--- config.mk ---
export PLATFORM = sky130hd
export DESIGN_NAME = i2c_config_sequencer
export DESIGN_NICKNAME = d
export VERILOG_FILES = /design/src/rtl/i2c_config_sequencer.sv
export SDC_FILE = /design/constraint.sdc
export NUM_CORES = 1
export LEC_CHECK = 0
export ABC_AREA = 1
export BUFFER_PORTS_ARGS = -buffer_cell sky130_fd_sc_hd__buf_2
export CORE_MARGIN = 3
export CORE_UTILIZATION = 47
export DETAILED_ROUTE_END_ITERATION = 8
export HOLD_SLACK_MARGIN = 0.03
export PLACE_DENSITY = 0.75
export SETUP_SLACK_MARGIN = 0.5
export SKIP_CTS_REPAIR_TIMING = 1
export SLEW_MARGIN = 5
export SYNTH_ARGS = -nofsm -noshare
export SYNTH_HDL_FRONTEND = slang
export SYNTH_SLANG_ARGS = --single-unit
--- constraint.sdc ---
create_clock -name iCLK -period 1.4 [get_ports iCLK]
set_clock_uncertainty 0.05 [all_clocks]
set_input_delay 0.07 -clock iCLK [delete_from_list [all_inputs] [get_ports iCLK]]
set_output_delay 0.07 -clock iCLK [all_outputs]
set_load 0.05 [all_outputs]
--- src/rtl/i2c_config_sequencer.sv ---
// ---------------------------------------------------------------------------
// i2c_config_sequencer
//
// Walks an external configuration table and hands one write per entry to an
// I2C master controller. Each entry is framed as {SLAVE_ADDR, sub-address,
// data}. The controller is pulsed through a LOAD/ARM/XFER handshake. Its END
// and ACK flags decide success, retry or final failure. A failed entry never
// stalls the walk: it is counted, flagged and skipped.
//
// Optional feature macro: I2C_CFG_RETRY_EN
//   defined   : a failed entry is re-attempted up to MAX_RETRY times before
//               it is counted as a final failure.
//   undefined : every failure is final on the first attempt.
//
// Parameters
//   SLAVE_ADDR   : 8-bit device write address placed on I2C_DATA[31:24]
//   LUT_SIZE     : number of table entries (1..64)
//   PWR_DELAY    : iCLK cycles to wait after reset release
//   XFER_TIMEOUT : XFER cycles allowed before an attempt is declared failed
//   MAX_RETRY    : re-attempts per entry (retry build only)
//
// Ports
//   iCLK       in   1  clock shared with the I2C controller
//   RST        in   1  asynchronous reset, active low
//   START      in   1  restart pulse, honoured only when the sequence is done
//   LUT_INDEX  out  6  current table entry
//   LUT_DATA   in  24  {sub-address, data} for LUT_INDEX, same cycle
//   I2C_DATA   out 32  {SLAVE_ADDR, LUT_DATA} latched for the controller
//   GO         out  1  transfer enable, high only while transferring
//   W_R        out  1  always 0 (write)
//   END        in   1  controller end flag (low while a transfer runs)
//   ACK        in   1  controller NACK summary (1 = at least one NACK)
//   BUSY       out  1  sequence active
//   DONE       out  1  all entries processed
//   ERROR      out  1  at least one entry finally failed
//   FAIL_COUNT out  6  finally failed entries, saturating at 63
// ---------------------------------------------------------------------------
module i2c_config_sequencer #(
  parameter logic [7:0] SLAVE_ADDR   = 8'h34,
  parameter int         LUT_SIZE     = 16,
  parameter int         PWR_DELAY    = 1000,
  parameter int         XFER_TIMEOUT = 63,
  parameter int         MAX_RETRY    = 3
) (
  input  logic        iCLK,
  input  logic        RST,
  input  logic        START,
  output logic [5:0]  LUT_INDEX,
  input  logic [23:0] LUT_DATA,
  output logic [31:0] I2C_DATA,
  output logic        GO,
  output logic        W_R,
  input  logic        END,
  input  logic        ACK,
  output logic        BUSY,
  output logic        DONE,
  output logic        ERROR,
  output logic [5:0]  FAIL_COUNT
);

  localparam int DELAY_W = (PWR_DELAY > 1) ? $clog2(PWR_DELAY) : 1;
  localparam logic [DELAY_W-1:0] DELAY_LAST =
    DELAY_W'((PWR_DELAY > 0) ? PWR_DELAY - 1 : 0);

  localparam int TIMER_W = (XFER_TIMEOUT > 1) ? $clog2(XFER_TIMEOUT) : 1;
  localparam logic [TIMER_W-1:0] TIMEOUT_LAST =
    TIMER_W'((XFER_TIMEOUT > 0) ? XFER_TIMEOUT - 1 : 0);

  localparam logic [5:0] LAST_INDEX = 6'(LUT_SIZE - 1);

`ifdef I2C_CFG_RETRY_EN
  localparam int RETRY_W = (MAX_RETRY > 0) ? $clog2(MAX_RETRY + 1) : 1;
  localparam logic [RETRY_W-1:0] RETRY_LIMIT = RETRY_W'(MAX_RETRY);
`endif

  typedef enum logic [2:0] {
    S_DELAY,
    S_LOAD,
    S_ARM,
    S_XFER,
    S_CHECK,
    S_NEXT,
    S_DONE
  } stateT;

  stateT               r_state;
  stateT               w_nextState;
  logic [DELAY_W-1:0]  r_delayCnt;
  logic [TIMER_W-1:0]  r_timer;
  logic                r_endLow;
  logic [31:0]         r_i2cData;
  logic [5:0]          r_lutIndex;
  logic                r_error;
  logic [5:0]          r_failCount;
  logic                w_attemptFail;
  logic                w_finalFail;
`ifdef I2C_CFG_RETRY_EN
  logic [RETRY_W-1:0]  r_retry;
  logic                w_retryNow;
`endif

  // Next-state decode. An attempt fails either on a NACK in CHECK or when the
  // XFER timer expires before a genuine END low-then-high has been seen.
  // Completion wins over timeout when both happen in the same cycle. The
  // failure routing (retry or skip) is applied after the per-state decode so
  // both failure sources share one path.
  always_comb begin
    w_nextState   = r_state;
    w_attemptFail = 1'b0;
    w_finalFail   = 1'b0;
`ifdef I2C_CFG_RETRY_EN
    w_retryNow    = 1'b0;
`endif
    case (r_state)
      S_DELAY: begin
        if (r_delayCnt == DELAY_LAST) begin
          w_nextState = S_LOAD;
        end
      end
      S_LOAD: begin
        w_nextState = S_ARM;
      end
      S_ARM: begin
        w_nextState = S_XFER;
      end
      S_XFER: begin
        if (END && r_endLow) begin
          w_nextState = S_CHECK;
        end else if (r_timer == TIMEOUT_LAST) begin
          w_attemptFail = 1'b1;
        end
      end
      S_CHECK: begin
        if (!ACK) begin
          w_nextState = S_NEXT;
        end else begin
          w_attemptFail = 1'b1;
        end
      end
      S_NEXT: begin
        if (r_lutIndex == LAST_INDEX) begin
          w_nextState = S_DONE;
        end else begin
          w_nextState = S_LOAD;
        end
      end
      S_DONE: begin
        if (START) begin
          w_nextState = S_LOAD;
        end
      end
      default: begin
        w_nextState = S_DELAY;
      end
    endcase

    if (w_attemptFail) begin
`ifdef I2C_CFG_RETRY_EN
      if (r_retry < RETRY_LIMIT) begin
        w_retryNow  = 1'b1;
        w_nextState = S_LOAD;
      end else begin
        w_finalFail = 1'b1;
        w_nextState = S_NEXT;
      end
`else
      w_finalFail = 1'b1;
      w_nextState = S_NEXT;
`endif
    end
  end

  // State register. Reset lands in DELAY, which also pulls GO low at once
  // because GO is decoded straight from the state.
  always_ff @(posedge iCLK or negedge RST) begin
    if (!RST) begin
      r_state <= S_DELAY;
    end else begin
      r_state <= w_nextState;
    end
  end

  // Power-up delay counter. It only runs in DELAY, which is entered solely
  // from reset, so a restart via START never repeats the wait.
  always_ff @(posedge iCLK or negedge RST) begin
    if (!RST) begin
      r_delayCnt <= '0;
    end else if (r_state == S_DELAY && r_delayCnt != DELAY_LAST) begin
      r_delayCnt <= r_delayCnt + 1'b1;
    end
  end

  // Transfer timer and the END-seen-low flag. The flag guards against a
  // controller whose END is still high from the previous transfer: only a
  // low-then-high sequence observed from ARM onward counts as completion.
  always_ff @(posedge iCLK or negedge RST) begin
    if (!RST) begin
      r_timer  <= '0;
      r_endLow <= 1'b0;
    end else begin
      case (r_state)
        S_LOAD: begin
          r_timer  <= '0;
          r_endLow <= 1'b0;
        end
        S_ARM: begin
          if (!END) begin
            r_endLow <= 1'b1;
          end
        end
        S_XFER: begin
          r_timer <= r_timer + 1'b1;
          if (!END) begin
            r_endLow <= 1'b1;
          end
        end
        default: begin
        end
      endcase
    end
  end

  // Transfer word. Latched once per attempt in LOAD and held until the next
  // LOAD so the controller sees a stable word for the whole transfer.
  always_ff @(posedge iCLK or negedge RST) begin
    if (!RST) begin
      r_i2cData <= '0;
    end else if (r_state == S_LOAD) begin
      r_i2cData <= {SLAVE_ADDR, LUT_DATA};
    end
  end

  // Table index and failure bookkeeping. START in DONE rewinds the walk and
  // clears the error summary. A final failure is sticky until then.
  always_ff @(posedge iCLK or negedge RST) begin
    if (!RST) begin
      r_lutIndex  <= '0;
      r_error     <= 1'b0;
      r_failCount <= '0;
    end else begin
      if (r_state == S_DONE && START) begin
        r_lutIndex  <= '0;
        r_error     <= 1'b0;
        r_failCount <= '0;
      end else begin
        if (r_state == S_NEXT && r_lutIndex != LAST_INDEX) begin
          r_lutIndex <= r_lutIndex + 6'd1;
        end
        if (w_finalFail) begin
          r_error <= 1'b1;
          if (r_failCount != 6'h3F) begin
            r_failCount <= r_failCount + 6'd1;
          end
        end
      end
    end
  end

`ifdef I2C_CFG_RETRY_EN
  // Per-entry retry counter. NEXT always lasts one cycle, so clearing there
  // gives every entry a fresh set of attempts.
  always_ff @(posedge iCLK or negedge RST) begin
    if (!RST) begin
      r_retry <= '0;
    end else if (r_state == S_NEXT) begin
      r_retry <= '0;
    end else if (w_retryNow) begin
      r_retry <= r_retry + 1'b1;
    end
  end
`endif

  // Output decode. Status flags come straight from the state so they track
  // reset asynchronously.
  always_comb begin
    GO         = (r_state == S_XFER);
    BUSY       = (r_state != S_DONE);
    DONE       = (r_state == S_DONE);
    W_R        = 1'b0;
    LUT_INDEX  = r_lutIndex;
    I2C_DATA   = r_i2cData;
    ERROR      = r_error;
    FAIL_COUNT = r_failCount;
  end

endmodule

**Yosys cells after proc, flatten, opt, wreduce, memory -nomap -nowiden**

Cells that the tools add are included.

- Add/sub/neg operators: 4
- Eq/ne operators: 18
- Muxes and demuxes: 22
- Reductions and logical operators: 14

Operators with widths:

| kind | count |
|---|---|
| 2-to-1 mux 6 bit | 5 |
| case mux 3 bit (7 select lines) | 1 |
| adder 6 x 1 -> 6 bit (second input constant) | 3 |
| 2-to-1 mux 3 bit | 6 |
| case mux 6 bit (2 select lines) | 1 |
| adder 10 x 1 -> 10 bit (second input constant) | 1 |
| equality test 10 bit (second input constant) | 1 |
| != test 10 bit (second input constant) | 1 |
| nonzero test 2 bit | 5 |
| equality test 3 bit (second input constant) | 3 |
| != test 3 bit (second input constant) | 3 |
| 2-to-1 mux 1 bit | 7 |
| equality test 3 x 2 -> 1 bit (second input constant) | 2 |
| equality test 6 x 4 -> 1 bit (second input constant) | 1 |
| equality test 6 bit (second input constant) | 1 |
| != test 6 x 4 -> 1 bit (second input constant) | 1 |
| != test 6 bit (second input constant) | 1 |
| logical AND 1 bit | 4 |
| case mux 1 bit (2 select lines) | 2 |
| AND reduction 2 bit | 2 |
| AND reduction 4 bit | 1 |
| equality test 3 x 1 -> 1 bit (second input constant) | 1 |
| zero test 3 bit | 1 |
| != test 3 x 1 -> 1 bit (second input constant) | 1 |
| 3 further kinds | 3 |

- Register bits after elaboration: 58
- Bits of input ports: 29
- Output and inout port bits: 49
- Logic and storage cells: 66

**Depth between registers and ports, before layout**

- Depth in word-level cells: 7
- Mapped depth: 9
- Depth with buffers taken out: 9

**Least setup slack after synthesis**

OpenSTA, ideal clock, no wires.

- Path type: register to register
- Start: register r_failCount[0] (netlist: FAIL_COUNT[0])
- End: register r_failCount[0] (netlist: FAIL_COUNT[0])
- Library setup time: 66 ps
- Arrival time: 1667 ps
- Data required time: 1284 ps
- Slack: -384 ps
- Cell stages (with the launch flop): 8
- Path buffers: 0
- Period minus slack after synthesis: 1784 ps
- Cells stage by stage: dfrtp_1 -> ha_1 -> nand3_1 -> nor3_1 -> nand2_4 -> nand2_4 -> nand2_1 -> nand2_1

- Word-level cells in the longest chain between the ends: 4
- Elaborated cells on any way between the ends: 7
- Classes of those cells: add/sub (1); eq/ne (1); mux (3); reduce/logical (2)

RTL lines:

| item | RTL line | text |
|---|---|---|
| start: declaration | 94 | `logic [5:0] r_failCount;` |
| start signal: assignment | 252 | `r_failCount <= r_failCount + 6'd1;` |
| adder 6 x 1 -> 6 bit | 252 |  |
| 2-to-1 mux 6 bit | 251 | `if (r_failCount != 6'h3F) begin` |
| 2-to-1 mux 6 bit | 249 | `if (w_finalFail) begin` |
| 2-to-1 mux 6 bit | 241 | `if (r_state == S_DONE && START) begin` |

Parallel ways exist; a longest one is shown, timed or not. The select of a mux whose other input is x is not followed.
A chain may end at the register's enable or synchronous reset.

**Final worst setup path**

- Start: register r_state[2]
- End: output GO

- Word-level cells in the longest chain between the ends: 1

RTL lines:

| item | RTL line | text |
|---|---|---|
| start: declaration | 86 | `stateT r_state;` |
| start signal: assignment | 179 | `r_state <= w_nextState;` |
| equality test 3 x 2 -> 1 bit | 276 | `GO = (r_state == S_XFER);` |
| end: declaration | 51 | `output logic GO,` |

No other way between the ends.

==> flow_summary.toml <==
[timing]
final.setup.tns_ns = -0.759
fmax_mhz = 664
holdWs_ns = 0.0768
hold_viol_final = 0
setup_viol = 18
finalWorstSetupSlack_ns = -0.107
drv_slew = 0
fin_crit_sh_pct = 108
rsz0062_at_grt = "true"
period_minus_slack_ns = 1.51

[yosys]
ys_ff_latch = 58
netlist_area_mm2 = 0.00294
avgSynthCellArea_um2 = 8.30
synth_cells = 354
synth.yosys.seq_area_share_pct = 49.4
synth_warnings = 0
synth_cell_type_count = 34

[worst_setup_path]
worstSetupPathType = "register to output pin"
critical_path_required_ns = 1.28
worstSetupStartpointType = "register"
cp_max_fo = 4
endpoint_kind = "output pin"
worstPathArrival_ns = 1.39

[power]
total_power_mw = 11.0
p_leak_nw = 2.41
p_clk_share_pct = 15.9
power.net_switching_mw = 5.12
comb_power_share_pct = 57.2
power_density_mw_per_mm2 = 2280
p_sw_share_pct = 46.6
p_int_mw = 5.88
ir_drop_uv = 1790
seqPwrFrac_pct = 26.9

[clocking]
cts_buffer_depth = 2
cts_tree = "built"
tritoncts.num_buffers = 9
cts.htree.levels = 3
path_clk_slew_ns = 0.07
clk_latency_ns = 0.35
cts.sinks = 58
cts_root_buf = "clkbuf_8"

[run]
maxCapViolCount = 0

[global_routing]
grt_pass1_vias = 2451
overflow = 0
groute.usage.overall_pct = 18.9
grt_antenna_before_repair = 0
grt_max_degree = 59
grt_pass1_wl_mm = 11.0

[outcome]
outcome = "finished with violations"
violations = "setup timing"

[min_path]
hold_path.class = "input pin to register"

[placement]
place.gp.congestion = 0.819
io_buffer_count = 71
dpl.hpwl_mm = 4.47
place_inst = 505

[layout]
nNetsFinal = 534
diodes = 0
area_delta_synth_final_pct = 64.6
drive_above_1_share_pct = 42.0
fin_util_pct = 80.7
final_cells = 580

[floorplan]
die_x_um = 85.1
initial_core_util_pct = 49.0
die_h_um = 85.1
ios = 78
core_mm2 = 0.00599
rows = 28
die-area_mm2 = 0.00724

[drt]
drt-pass1-iter-count = 4
finalWirelength_mm = 9.00
drtAntennaViolNets = 0
routedWlPerCell_um = 15.5
vias_per_cell = 5.08
drt-initial-drc-count = 171
num_vias = 2949
route.detailed.drc = 0
[power groups by stage]
| stage | Sequential (mW) | Combinational [mW] | Clock, mW |
|---|---|---|---|
| floorplan | 4.28 | 1.83 | 0 |
| global placement | 2.78 | 4.24 | 0 |
| detailed placement | 2.79 | 4.34 | 0 |
| CTS | 2.78 | 4.35 | 1.75 |
| global route | 3.02 | 6.71 | 1.85 |
| finish | 2.96 | 6.30 | 1.74 |
[metrics by stage]
step	instance area (µm²)	worst slack, ns
after floorplan	3110	-0.0513
after global placement	3550	0.00455
after detailed placement	3550	-0.0430
after CTS	3760	-0.289
after global routing	4840	-0.156
final	4840	-0.107
[Yosys cell counts, drive strengths merged]
| library cell | instances | area [µm²] |
|---|---|---|
| conb | 1 | 3.75 |
| and3 | 1 | 6.26 |
| a21oi | 3 | 18.8 |
| nand4 | 9 | 56.3 |
| xnor2 | 2 | 17.5 |
| ha | 5 | 62.6 |
| xor2 | 11 | 96.3 |
| o211ai | 1 | 7.51 |
| nand2 | 154 | 629 |
| a31oi | 1 | 6.26 |
| dfrtp | 58 | 1450 |
| nand3b | 3 | 22.5 |
| o21ai | 11 | 55.1 |
| or2 | 1 | 6.26 |
| o31ai | 1 | 7.51 |
| inv | 29 | 114 |
| buf | 14 | 114 |
| a22oi | 1 | 7.51 |
| nor3 | 4 | 25.0 |
| nor2 | 22 | 97.6 |
| nand3 | 21 | 125 |
| nor3b | 1 | 7.51 |
[path summary, 6_finish.rpt]
check	startpoint	endpoint	slack, ns	cells after the start
worst min-delay path	START	r_state[2]$_DFFE_PN0P_	0.08	4
worst max-delay path	r_state[2]$_DFFE_PN0P_	GO	-0.11	5
max in group asynchronous	RST	FAIL_COUNT[2]$_DFFE_PN0P_	0.79	3
min in group asynchronous	RST	LUT_INDEX[3]$_DFFE_PN0P_	0.18	3
worst min register to register	r_delayCnt[9]$_DFFE_PN0P_	r_delayCnt[9]$_DFFE_PN0P_	0.44	2
worst max register to register	r_timer[0]$_DFFE_PN0P_	FAIL_COUNT[1]$_DFFE_PN0P_	-0.09	9
[area by class of cell]
cell class	instances	area, µm²
flip-flops and latches	58	1470
repair buffers	141	1350
clock buffers	11	141
inverters	29	145
fillers	318	1150
well taps	75	93.8
multi-input cells	260	1550
clock inverters	5	77.6
repair inverters	1	6.26
[cell families after synthesis]
kind of cell | after synthesis | synth area share (%)
AO/OA/AOI/OAI | 18 | 3.49
XOR/XNOR | 13 | 3.88
adder cells (fa/ha/maj) | 5 | 2.13
buffers and inverters | 43 | 7.75
flip-flops | 58 | 49.4
other | 1 | 0.128
AND/OR/NAND/NOR | 216 | 33.2
[worst max-delay path, cell delays in order (launching register included)]
cell and delay, ns:
dfrtp_2 0.45, inv_4 0.09, nand3_4 0.10, buf_6 0.15, clkinvlp_4 0.10, buf_8 0.15
[per-layer routing]
metal	part of all wire, %	vias up	wire length [µm]	track usage (%)
li1	-	1392	-	-
met1	39	1415	3530	25.2
met2	52	127	4710	29.4
met3	6.8	15	616	6.60
met4	1.6	0	144	5.04
met5	0	-	0	0
[sequential cells by signal, summed over array words and instances (netlist names)]
name / flops
ERROR: 1
I2C_DATA: 25
FAIL_COUNT: 6
r_endLow: 1
r_state: 3
LUT_INDEX: 6
r_timer: 6
r_delayCnt: 10
[layout by cell type (no fill, tap or decap), types with 2 or more instances in the layout]
cell type,Yosys,final
nand2_1,147,135
dfrtp_1,58,44
buf_6,3,40
buf_4,10,31
buf_2,1,28
dlygate4sd3_1,0,26
inv_1,21,18
nor2_1,20,16
dfrtp_2,0,14
nand2_2,2,12
buf_8,0,12
xor2_1,11,11
clkbuf_8,0,10
nand4_1,9,9
nand3_1,17,9
nand3_4,0,6
nand3_2,4,6
nand2_4,4,6
conb_1,1,6
o21ai_2,0,5
inv_4,2,4
inv_2,6,4
nor2_4,2,4
o21ai_1,4,3
nor2_2,0,3
nand3b_1,3,3
clkinvlp_4,0,2
nand2_8,1,2
a21oi_1,2,2
nor3_4,0,2
o21ai_0,7,2
ha_4,0,2
ha_2,0,2
clkinv_2,0,2
bufinv_16,0,2
clkbuf_16,0,2
buf_12,0,2
Power figures use the tool's default switching activity.
